<file path="config.mk">
export PLATFORM = sky130hd
export DESIGN_NAME = pipeline_ctrl
export DESIGN_NICKNAME = d
export VERILOG_FILES = /design/src/rtl/pipeline_ctrl.sv
export SDC_FILE = /design/constraint.sdc
export NUM_CORES = 1
export LEC_CHECK = 0
export BUFFER_PORTS_ARGS = -buffer_cell sky130_fd_sc_hd__buf_4
export CELL_PAD_IN_SITES_DETAIL_PLACEMENT = 0
export CELL_PAD_IN_SITES_GLOBAL_PLACEMENT = 1
export CORE_ASPECT_RATIO = 1.25
export CORE_MARGIN = 2
export CORE_UTILIZATION = 40
export CTS_CLUSTER_DIAMETER = 150
export DETAILED_ROUTE_END_ITERATION = 6
export PLACE_DENSITY_LB_ADDON = 0.08
export SKIP_CTS_REPAIR_TIMING = 1
export SLEW_MARGIN = 30
export SYNTH_ARGS = -nofsm -noshare
export SYNTH_HDL_FRONTEND = slang
export SYNTH_SLANG_ARGS = --single-unit
</file>
<file path="constraint.sdc">
create_clock -name clk -period 4.4 [get_ports clk]
set_clock_uncertainty 0.2 [all_clocks]
set_input_delay 1.1 -clock clk [delete_from_list [all_inputs] [get_ports clk]]
set_output_delay 1.1 -clock clk [all_outputs]
set_load 0.05 [all_outputs]
</file>
<file path="src/rtl/pipeline_ctrl.sv">
// Central hold/flush control for the 5-stage pipeline: multi-cycle wait FSM,
// data-memory watchdog and saturating stall/flush performance counters.
module pipeline_ctrl #(
    parameter int TIMEOUT = 64,
    parameter int CNT_W   = 32
) (
    input  logic             clk,
    input  logic             rst,
    input  logic             stall_req,
    input  logic             jump_ex,
    input  logic             mem_req_ex,
    input  logic             mem_ack,
    input  logic             md_start,
    input  logic             md_done,
    output logic             hold_pc,
    output logic             hold_if_id,
    output logic             hold_id_ex,
    output logic             flush_if_id,
    output logic             flush_id_ex,
    output logic             flush_ex_mem,
    output logic             mem_timeout,
    output logic [CNT_W-1:0] stall_cnt,
    output logic [CNT_W-1:0] flush_cnt
);

    localparam int WAIT_W = $clog2(TIMEOUT);
    localparam logic [WAIT_W-1:0] WAIT_LAST = WAIT_W'(TIMEOUT - 1);

    typedef enum logic [1:0] {RUN, MEM_WAIT, MD_WAIT} state_t;

    state_t            state_reg, state_next;
    logic [WAIT_W-1:0] wait_reg, wait_next;
    logic              timeout_reg, timeout_next;
    logic              wait_hold;
    logic              release_ok;
    logic              jump_flush;
    logic              stall_hold;

    always_comb begin
        state_next   = state_reg;
        wait_next    = wait_reg;
        timeout_next = timeout_reg;
        wait_hold    = 1'b0;
        release_ok   = 1'b0;
        case (state_reg)
            RUN: begin
                if (mem_req_ex && !mem_ack) begin
                    wait_hold  = 1'b1;
                    state_next = MEM_WAIT;
                    wait_next  = '0;
                end else if (md_start && !md_done) begin
                    wait_hold  = 1'b1;
                    state_next = MD_WAIT;
                end else begin
                    release_ok = 1'b1;
                end
            end
            MEM_WAIT: begin
                if (mem_ack) begin
                    release_ok = 1'b1;
                    state_next = RUN;
                    wait_next  = '0;
                end else begin
                    wait_hold = 1'b1;
                    // Give up on a memory that never answers so the core can't deadlock.
                    if (wait_reg == WAIT_LAST) begin
                        timeout_next = 1'b1;
                        state_next   = RUN;
                        wait_next    = '0;
                    end else begin
                        wait_next = wait_reg + 1'b1;
                    end
                end
            end
            MD_WAIT: begin
                if (md_done) begin
                    release_ok = 1'b1;
                    state_next = RUN;
                end else begin
                    wait_hold = 1'b1;
                end
            end
            default: state_next = RUN;
        endcase
        // A taken jump squashes the younger instruction, so its load-use stall is moot.
        jump_flush = release_ok && jump_ex;
        stall_hold = release_ok && !jump_ex && stall_req;
    end

    assign hold_pc      = !rst && (wait_hold || stall_hold);
    assign hold_if_id   = !rst && (wait_hold || stall_hold);
    assign hold_id_ex   = !rst && wait_hold;
    assign flush_if_id  = rst || jump_flush;
    assign flush_id_ex  = rst || jump_flush || stall_hold;
    assign flush_ex_mem = rst || wait_hold;
    assign mem_timeout  = timeout_reg;

    always_ff @(posedge clk) begin
        if (rst) begin
            state_reg   <= RUN;
            wait_reg    <= '0;
            timeout_reg <= 1'b0;
        end else begin
            state_reg   <= state_next;
            wait_reg    <= wait_next;
            timeout_reg <= timeout_next;
        end
    end

    logic [CNT_W-1:0] cnt_reg [2];
    logic             cnt_inc [2];

    assign cnt_inc[0] = hold_pc;
    assign cnt_inc[1] = !rst && jump_flush;

    generate
        for (genvar gi = 0; gi < 2; gi++) begin : g_perf_cnt
            always_ff @(posedge clk) begin
                if (rst) begin
                    cnt_reg[gi] <= '0;
                end else if (cnt_inc[gi] && (cnt_reg[gi] != '1)) begin
                    cnt_reg[gi] <= cnt_reg[gi] + 1'b1;
                end
            end
        end
    endgenerate

    assign stall_cnt = cnt_reg[0];
    assign flush_cnt = cnt_reg[1];

endmodule
</file>
==> summary.md <==
| Metric | Value |
|---|---|
| Sink Count | `73` |
| EDFF count, synth | `64` |
| Max FFs per register | `64` |
| Starting Density | `0.4147` |
| H-Tree Depth | `3` |
| Unrepaired setup endpoints after global routing | `false` |
| Most frequent cells in the layout | `81 x buf_4, 64 x edfxtp_1, 53 x nor2_1` |
| Max-slew violation count | `0` |
| Post-Syn Area per Cell | `around 11 um2` |
| Initial antenna violation count | `0` |
| ANT cells | `0` |
| CP Capture Type | `primary output` |
| Tot Pwr | `1978 uW` |
| Core Box Area | `9709 um2` |
| Synth Area in Simple Gates | `0.2682` |
| Final hold slack | `about 270 ps` |
| DR vias | `3115` |
| Post-synth cell types | `43` |
| Seq pwr share | `0.448` |
| Synth Area in Adders | `0.009323` |
| First-pass GRT wire length | `14630 um` |
| PD cells | `slightly below 400 nW/um2` |
| Worst-Skew Late Latency | `330 ps` |
| Number of DRC markers in iteration 0 | `139` |
| Setup TNS | `0 ps` |
| Max Cap Viol | `0` |
| Die W | `approximately 94 um` |
| Die area | `10890 um2` |
| Fillcell total | `approximately 900` |
| CP required | `3100 ps` |
| Row count | `40` |
| Flops & latches, synth | `73` |
| IO Port Bufs | `78` |
| Post-Synthesis Cells | `about 380` |
| Worst-path clk slew | `50 ps` |
| Vias in the first global route | `between 2000 and 3000` |
| Gpl congestion | `0.7525` |
| XOR/XNOR share of the synthesized area | `0.1349` |
| Post-synthesis sequential area ratio | `0.5221` |
| Worst Setup SP | `mem_ack` |
| Total GRT Usage | `0.1726` |
| Detail-routed via count per cell | `between 5 and 6` |
| P_int | `~1400 uW` |
| Mux cell area share after synthesis | `0.002486` |
| Final core occ | `0.5138` |
| Most common cell after layout, fill and taps aside | `buf_4` |
| Largest family of logic cells by synthesized area | `simple AND/OR/NAND/NOR gates` |
| Minimum clock period | `3613 ps` |
| Slew Limit Headroom | `0.4041` |
| Ranking of synthesized cells by area | `edfxtp_1 48%, xor2_1 9.8%, nor2_1 5.0%, dfxtp_1 4.5%, nor3_1 4.2%` |
| R2R Setup Slk | `about 1600 ps` |
| TritonCTS buffer count | `9` |
| Worst hold start | `mem_timeout` |
| Bufs on Longest Clock Path | `2` |
| Worst Path Max Fanout | `5` |
| Final hold vios | `0` |
| Async S/R FF share, synth | `0` |
| Complex-gate fraction of the synthesized area | `0.03294` |
| Static leakage | `0.001853 uW` |
| Reg2reg start | `cnt_reg[1][0]` |
| DP HPWL | `6142 um` |
| Wire per inst | `roughly 16 um` |
| Layout cells sized above 1 | `0.2321` |
| Clk root buf | `clkbuf_16` |
| Sw frac | `0.3100` |
| Post-route ant nets | `0` |
| Status | `complete, no violations` |
| I/O pins | `79` |
| Comb pwr share | `0.202` |
| Area Growth Syn to Fin | `23.90%` |
| Startpoint class of the critical path | `primary input` |
| Final WS setup | `787.5 ps` |
| Remaining global-route overflow | `0` |
| CTS tree | `yes` |
| Measured slew at the worst slew-check pin | `887.1 ps` |
| Ys flop type | `edfxtp_1` |
| Max Fclk | `276.8 MHz` |
| Yosys warns | `0` |
| Dpl ws | `about 800 ps` |
| WS Path Type | `primary input to primary output` |
| Syn nets | `between 300 and 400` |
| HP Class | `flop to flop` |
| Die Height | `around 120 um` |
| Peak supply drop | `0.2015 mV` |
| Post-Route WL | `about 9000 um` |
| DRC Markers | `0` |
| Synth top area share | `0.4773` |
| 1st-pass router iterations | `4` |
| Synthesized cell area | `4026 um2` |
| Tcrit/Tclk final | `0.8210` |
| Endpoints failing setup | `0` |
| Sw power | `613.3 uW` |
| Nets | `~470` |
| Largest net degree at the start of global routing | `33` |
| Clock share of power | `0.350` |
| WP data arrival | `between 2000 and 2500 ps` |
| Leading area contributor after synthesis | `edfxtp_1` |
-- metrics by stage --
step	area, um2	std cells
after CTS	4989	587
after floorplan	4026	379
after global placement	4712	572
after detailed placement	4712	572
final	4989	587
after global routing	4989	587
-- worst paths after layout --
check / endpoint / depth (start not counted)
hold reg to reg: mem_timeout / 2
setup reg to reg: cnt_reg[1][14] / 6
setup / recovery: hold_pc / 6
hold / removal: mem_timeout / 2
-- layer usage --
metal | track usage | wire, um
met1 | 0.2192 | 4109
met2 | 0.2848 | 4412
met3 | 0.04000 | 411
met4 | 0.07246 | 174
met5 | 0 | 0
-- kinds of logic after synthesis --
group / Yosys count
buf+inv: 19
mux: 1
simple gates: 201
compound gates: 20
xor+xnor: 62
fa+ha+maj: 3
flops: 73
-- power groups by stage --
stage / Clock [uW] / Combinational, uW / Sequential [uW]
floorplan: 0 / 117 / 1060
global placement: 0 / 401 / 899
detailed placement: 0 / 402 / 900
CTS: 711 / 404 / 887
global route: 742 / 423 / 896
finish: 692 / 400 / 886
-- area by class of cell --
cell class | count | area (um2) | share of cell area
clock inverter | 5 | 47.55 | 0.009531
sequential | 73 | 2102 | 0.4214
clock buffer | 10 | 229.0 | 0.04590
timing repair buffer | 82 | 628.1 | 0.1259
multi-input combinational | 287 | 1809 | 0.3627
tap | 126 | 157.7 | 0.03160
inverter | 4 | 15.01 | 0.003010
-- critical path, stage by stage --
cell and delay (ps):
buf_4 120, nor2_1 230, o21ai_0 260, a31o_1 310, inv_1 90, buf_4 190
-- synthesized netlist by cell type, types with 4 or more instances --
cell type   n
nand4_1    19
a21oi_1     4
o21bai_1    5
nand3_1    27
nand2_1    21
xor2_1     45
nand4b_1    4
and4_1      5
dfxtp_1     9
nor2_1     54
buf_4       6
inv_1       4
and3_1     12
xnor2_1    17
edfxtp_1   64
nor3_1     34
o21ai_0     4
Note: power is estimated with default switching activity, not from simulation.
